--- src/rtl/rv32i_types.sv ---
// Shared RV32I types plus the request record and state encoding used by the
// two-port memory arbiter.
package rv32i_types;

  typedef logic [31:0] rv32i_word;

  typedef enum logic [1:0] {
    IDLE,
    SERVE_A,
    SERVE_B
  } arb_state_t;

  typedef struct packed {
    rv32i_word   address;
    logic        read;
    logic        write;
    logic [3:0]  wmask;
    rv32i_word   wdata;
  } arb_req_t;

  localparam logic GRANT_A = 1'b0;
  localparam logic GRANT_B = 1'b1;

endpackage

--- src/rtl/arb_rr_pick.sv ---
// Combinational grant selection between the instruction (A) and data (B) ports:
// a lone request wins, ties go to B when fixed-priority, else to the port not granted last.
module arb_rr_pick
  import rv32i_types::*;
#(
  parameter bit FIXED_PRIORITY_B = 1'b0
) (
  input  logic req_a_i,
  input  logic req_b_i,
  input  logic last_grant_i,
  output logic grant_a_o,
  output logic grant_b_o
);

  always_comb begin
    grant_b_o = req_b_i & (~req_a_i | FIXED_PRIORITY_B | (last_grant_i == GRANT_A));
    grant_a_o = req_a_i & ~grant_b_o;
  end

endmodule

--- src/rtl/mem_arbiter.sv ---
// Two-to-one arbiter serializing the CPU instruction and data ports onto one
// physical memory port; each granted request is latched until pmem_resp.
module mem_arbiter
  import rv32i_types::*;
#(
  parameter bit FIXED_PRIORITY_B = 1'b0
) (
  input  logic        clk,
  input  logic        rst,
  input  logic        read_a,
  input  logic [31:0] address_a,
  output logic        resp_a,
  output logic [31:0] rdata_a,
  input  logic        read_b,
  input  logic        write,
  input  logic [3:0]  wmask,
  input  logic [31:0] address_b,
  input  logic [31:0] wdata,
  output logic        resp_b,
  output logic [31:0] rdata_b,
  output logic        pmem_read,
  output logic        pmem_write,
  output logic [3:0]  pmem_wmask,
  output logic [31:0] pmem_address,
  output logic [31:0] pmem_wdata,
  input  logic        pmem_resp,
  input  logic [31:0] pmem_rdata
);

  arb_state_t state_q;
  arb_req_t   req_q;
  logic       last_grant_q;
  logic       grant_a;
  logic       grant_b;

  arb_rr_pick #(
    .FIXED_PRIORITY_B(FIXED_PRIORITY_B)
  ) u_pick (
    .req_a_i      (read_a),
    .req_b_i      (read_b | write),
    .last_grant_i (last_grant_q),
    .grant_a_o    (grant_a),
    .grant_b_o    (grant_b)
  );

  always_ff @(posedge clk) begin
    if (rst) begin
      state_q      <= IDLE;
      req_q        <= '0;
      last_grant_q <= GRANT_A;
    end else begin
      case (state_q)
        IDLE: begin
          if (grant_b) begin
            // A simultaneous read+write on B is illegal; the write wins.
            req_q <= '{address: address_b, read: read_b & ~write, write: write,
                       wmask: wmask, wdata: wdata};
            last_grant_q <= GRANT_B;
            state_q      <= SERVE_B;
          end else if (grant_a) begin
            req_q <= '{address: address_a, read: 1'b1, write: 1'b0,
                       wmask: 4'b0000, wdata: 32'h0};
            last_grant_q <= GRANT_A;
            state_q      <= SERVE_A;
          end
        end
        SERVE_A, SERVE_B: begin
          if (pmem_resp) begin
            req_q.read  <= 1'b0;
            req_q.write <= 1'b0;
            state_q     <= IDLE;
          end
        end
        default: begin
          req_q   <= '0;
          state_q <= IDLE;
        end
      endcase
    end
  end

  // The memory port is driven purely from latched state so it cannot glitch.
  assign pmem_read    = req_q.read;
  assign pmem_write   = req_q.write;
  assign pmem_wmask   = req_q.wmask;
  assign pmem_address = req_q.address;
  assign pmem_wdata   = req_q.wdata;

  assign resp_a  = pmem_resp & (state_q == SERVE_A);
  assign resp_b  = pmem_resp & (state_q == SERVE_B);
  assign rdata_a = pmem_rdata;
  assign rdata_b = pmem_rdata;

endmodule

--- config.mk ---
export PLATFORM = sky130hd
export DESIGN_NAME = mem_arbiter
export DESIGN_NICKNAME = d
export VERILOG_FILES = /design/src/rtl/rv32i_types.sv /design/src/rtl/arb_rr_pick.sv /design/src/rtl/mem_arbiter.sv
export SDC_FILE = /design/constraint.sdc
export NUM_CORES = 1
export LEC_CHECK = 0
export ABC_CLOCK_PERIOD_IN_PS = 2500
export CAP_MARGIN = 20
export CORE_MARGIN = 2
export CORE_UTILIZATION = 36
export DETAILED_ROUTE_END_ITERATION = 16
export HOLD_SLACK_MARGIN = 0.1
export PLACE_DENSITY_LB_ADDON = 0.3
export SETUP_SLACK_MARGIN = 0.5
export SKIP_LAST_GASP = 1
export SLEW_MARGIN = 20
export SYNTH_ARGS = -nofsm -noshare
export SYNTH_HDL_FRONTEND = slang
export SYNTH_SLANG_ARGS = --single-unit
--- constraint.sdc ---
create_clock -name clk -period 2.5 [get_ports clk]
set_clock_uncertainty 0.1 [all_clocks]
set_input_delay 0.75 -clock clk [delete_from_list [all_inputs] [get_ports clk]]
set_output_delay 0.75 -clock clk [all_outputs]
set_load 0.02 [all_outputs]
Yosys cells after proc, flatten, opt, wreduce, memory -nomap -nowiden
Index checks and enable logic that the tools add are counted.

Memories: 0. Latch bits: 0. ROM bits: 0. Bits in writable memories: 0. Output and inout bits: 136. Register bits after elaboration: 73. Word-level logic and storage cells: 40. Input bits: 138.

Order comparisons: 0. Reduce and logical (&&, ||, !) cells: 6. Shift-type cells: 0. Add/sub/neg operators: 0. Bitwise operators: 12. $mul: 0. Mux-type cells: 11. Eq/ne operators: 4. Divide/modulo/power cells: 0.

Operators with widths (number): two-way mux 70 bit (2); case mux 36 bit (2 select lines) (1); case mux 32 bit (2 select lines) (1); case mux 2 bit (2 select lines) (2); two-way mux 2 bit (3); AND reduction 2 bit (3); bitwise AND 1 bit (5); inverter 1 bit (5); != test 3 bit, second input constant (1); equality test 2 x 1 -> 1 bit, second input constant (1); equality test 2 bit, second input constant (1); logical NOT 2 bit (1); two-way mux 1 bit (2); != test 2 bit, second input constant (1); bitwise OR 1 bit (2); nonzero test 2 bit (1); OR reduction 2 bit (1).

Longest topological paths before layout
Depth after elaboration: 8. Mapped depth: 7. Gate-level depth less buffers: 5.

Hierarchy
Synthesis repeated with hierarchy kept, for this count alone.

Cell total of the unflattened synthesis: 449. Area total of the unflattened synthesis: 4159.0 um2.

By module, submodules not included: mem_arbiter (instances 1, sequential area each 1461.4 um2, cells an instance 446, area an instance 4140.2 um2); arb_rr_pick (instances 1, sequential area each 0.0 um2, cells an instance 3, area an instance 18.8 um2).

Worst setup path before layout
Ideal clock, no wire load.

Path kind: input to register. From: in read_a. To: reg req_q (netlist bit pmem_address[11]). Required time: 2.248 ns. Arrival time: 1.822 ns. Library setup time: 0.152 ns. Slack: 0.426 ns. Stages: 5. Buffers on the path: 2. Path through: buf_6 or4b_1 nand2b_1 buf_4 a221oi_2.

Longest elaborated chain between the ends: 7. Elaborated cells between the ends (all ways): 9. Classes of those cells: 1 x eq/ne; 2 x mux; 5 x bitwise; 1 x reduce/logical.

Ends and longest elaborated chain: start: declaration (RTL line mem_arbiter.sv:10) `input logic read_a,`; inverter 1 bit (RTL line arb_rr_pick.sv:16) `grant_b_o = req_b_i & (~req_a_i | FIXED_PRIORITY_B | (last_grant_i == GRANT_A));`; bitwise OR 1 bit (RTL line arb_rr_pick.sv:16); bitwise AND 1 bit (RTL line arb_rr_pick.sv:16); inverter 1 bit (RTL line arb_rr_pick.sv:17) `grant_a_o = req_a_i & ~grant_b_o;`; bitwise AND 1 bit (RTL line arb_rr_pick.sv:17); != test 3 bit (no line); AND reduction 2 bit (no line); end signal: assignment (RTL line mem_arbiter.sv:56) `req_q <= '{address: address_b, read: read_b & ~write, write: write,`; end signal: assignment (RTL line mem_arbiter.sv:61) `req_q <= '{address: address_a, read: 1'b1, write: 1'b0,`; end: declaration (RTL line mem_arbiter.sv:31) `arb_req_t req_q;`.

Parallel ways exist; a longest one is shown, timed or not. A chain may end at the register's enable or synchronous reset.

Final worst setup path
From: reg state_q[0]. To: out resp_b.

Longest elaborated chain between the ends: 2.

Ends and longest elaborated chain: start: declaration (RTL line mem_arbiter.sv:30) `arb_state_t state_q;`; start signal: assignment (RTL line mem_arbiter.sv:48) `state_q <= IDLE;`; start signal: assignment (RTL line mem_arbiter.sv:59) `state_q <= SERVE_B;`; start signal: assignment (RTL line mem_arbiter.sv:64) `state_q <= SERVE_A;`; equality test 2 bit (RTL line mem_arbiter.sv:90) `assign resp_b = pmem_resp & (state_q == SERVE_B);`; bitwise AND 1 bit (RTL line mem_arbiter.sv:90); end: declaration (RTL line mem_arbiter.sv:19) `output logic resp_b,`.

No other way between the ends.

==> results.toml <==
[detailed_routing]
via_per_inst = 5.32
first_pass_iters = 4
drt-initial-drc-count = 196
totalWireLength_mm = 12.3
vias = 3770
ant_nets = 0
drcViolationCount = 0
wl_per_cell_um = 17.3

[cts]
cts.sinks = 73
clk_latency_ps = 320
numCtsBuffers = 9
htree_levels = 3
cts_root_buf = "clkbuf_16"
cts_tree = "done"
cts.path.max_buffers = 2
clkTransAtPathRegs_ps = 50
hold_buffers = 0

[cells_and_area]
final_common_cell = "clkdlybuf4s50_1"
finish.utilization_pct = 53.3
nNetsFinal = 702
n_antenna_cell = 0
multi_input_area_mm2 = 0.00172
layout_common_cells = "100 x clkdlybuf4s50_1, 71 x dfxtp_1, 70 x dlygate4sd2_1, 68 x inv_1, 37 x nand2b_1"
regArea_mm2 = 0.00146
fillers = 1079
area_delta_synth_final_pct = 45.7
drive_above_1_share_pct = 17.0

[min_path]
min_path_type = "register to register"

[synth]
ys_ff_latch = 73
synth_area_per_cell_um2 = 9.18
ys_seq_area_share_pct = 35.5
synth_warnings = 0
yosys-top-cells-area = "dfxtp_1 35%, buf_4 13%, a221oi_2 9.5%"
synth_top_area_cell = "dfxtp_1"
netlist_area_mm2 = 0.00412
ys_types = 30
synth_top_cell_area_share_pct = 35.5
synth_cells = 449
synth_nets = 590

[timing]
setup_tns_ps = 0
fin_crit_sh_pct = 79.8
slew_viol_final = 0
slew_headroom_pct = 71.3
finalSetupViolations = 0
hold_ws_ps = 358
tightest_slew_ps = 431
finalCriticalPeriod_ps = 2000
hold_viol_final = 0
rsz0062_at_grt = "true"
postLayoutSetupSlackWorst_ps = 505
max_freq_ghz = 0.501

[pwr]
p_leak_nw = 2.50
power_density_mw_per_mm2 = 782
vdd_drop_max_v = 0.000349

[setup_path]
reg2reg_depth = 8
crit_path_max_fanout = 3
critical_path.startpoint = "state_q[0]"
path_depth = 4
cp-start-kind = "register"
cp_slowest_stage_delay_ps = 340
critPathBufInv = 2
cp.arrival_ps = 1150
reg2reg_slack_ps = 710
r2r-end = "pmem_address[16]"
end_kind = "primary output"
path_delay_family = "flip-flops"
r2r-start = "state_q[0]"
path_class = "register to primary output"
critPathRequiredTime_ps = 1650
slowest_stage = "dfxtp_2"
cp_cell_sequence = "inv_2, ha_2, and2_4, buf_6"
crit_path_end = "resp_b"

[run_status]
status = "complete, no violations"

[floorplanning]
io_pins = 274
core_mm2 = 0.0113
die_h_um = 111
die_w_um = 111
die_area_mm2 = 0.0123
start_util_pct = 36.6
row_count = 39

[global_route]
grt_pass1_vias = 3796
grt_usage_pct = 19.8
grt-busiest-layer = "met2"
grt_max_degree = 52
antenna_found_initial = 0
met1_usage_pct = 24.3
met2_usage_pct = 32.5
grt.met3_usage_pct = 6.78
grt_remaining_overflow = 0
grt_pass1_wl_mm = 19.8

[place]
place_congestion = 0.784
portBuffers = 177
dp_hpwl_mm = 7.97
post-place-ws_ps = -313

[job]
drv_cap = 0
==> cells in the mapped netlist <==
cell type,number
nand4_1,3
buf_4,69
nand4b_1,1
o32ai_1,36
nand2_1,1
nor4b_4,1
a21bo_2,1
nand3_1,32
nor2b_1,1
nand2b_1,38
o2bb2ai_1,1
ha_1,3
or4b_1,1
a2bb2oi_2,1
inv_1,70
a221oi_2,26
a21oi_1,5
buf_2,11
clkbuf_4,1
a311oi_1,33
a221oi_1,6
nor2_2,1
or2_2,1
and2_1,2
o21ai_0,4
o2111ai_1,1
buf_6,7
dfxtp_1,73
buf_1,1
clkbuf_1,18
==> area by class of cell <==
class,instances,share of cell area [%]
clock inverter,3,0.292
tap,143,2.98
sequential,73,24.4
inverter,70,4.37
clock buffer,12,4.10
multi-input combinational,199,28.7
timing repair buffer,208,35.2
==> cell families (layout without fill, tap and decap cells) <==
kind of cell | after synthesis | count (layout) | synth area share [%]
adders and majority gates | 3 | 3 | 0.911
buffers and inverters | 177 | 293 | 24.1
DFF | 73 | 73 | 35.5
AOI/OAI and AO/OA | 114 | 114 | 27.5
and+or+nand+nor | 82 | 82 | 12.0
==> repair_timing <==
item / 4_1_cts / 5_1_grt
hold endpoints to repair: 0 / 0
pin swaps: 5 / 4
cloned: 4 / 0
setup buffers: 5 / 1
resized for setup: 99 / 11
endpoints found under the setup margin: 140 / 44
==> flip-flops by register name (all words and copies together) (netlist names) <==
register      flops
state_q           2
pmem_write        1
pmem_wmask        4
pmem_wdata       32
pmem_read         1
pmem_address     32
last_grant_q      1
==> how the worst min path moves through the flow <==
stage	startpoint	endpoint	cells after the start
after floorplan	state_q[1]	state_q[1]	2
after global placement	pmem_address[15]	pmem_address[15]	2
after detailed placement	pmem_address[16]	pmem_address[16]	2
after CTS	pmem_address[16]	pmem_address[16]	2
after global routing	pmem_address[13]	pmem_address[13]	2
final	pmem_address[16]	pmem_address[16]	2
==> stage by stage <==
stage	instances	total power [mW]	instance area [um2]
6_report	708	4.70	6010
4_1_cts	707	4.73	5990
3_3_place_gp	683	3.60	5640
3_5_place_dp	683	3.64	5640
2_1_floorplan	449	2.91	4150
5_1_grt	708	4.96	6010
==> power by group <==
group	switching, mW	internal (mW)	leakage, nW
sequential	0.119	1.40	0.602
combinational	1.12	0.903	1.77
clock	0.474	0.690	0.128
==> worst reg2reg max path, cell delays in order (launching register included) <==
cell      delay, ps
dfxtp_2         330
inv_2            80
ha_4            200
nor4b_4         260
buf_6           180
buf_4           120
buf_6           130
a311oi_1         70
a221oi_2        250
==> metal layers <==
| layer | vias to the layer above | routed length (um) |
|---|---|---|
| li1 | 1780 | - |
| met1 | 1786 | 5110 |
| met2 | 179 | 5680 |
| met3 | 25 | 1260 |
| met4 | 0 | 216 |
| met5 | - | 0 |
Note: power is estimated with default switching activity, not from simulation.
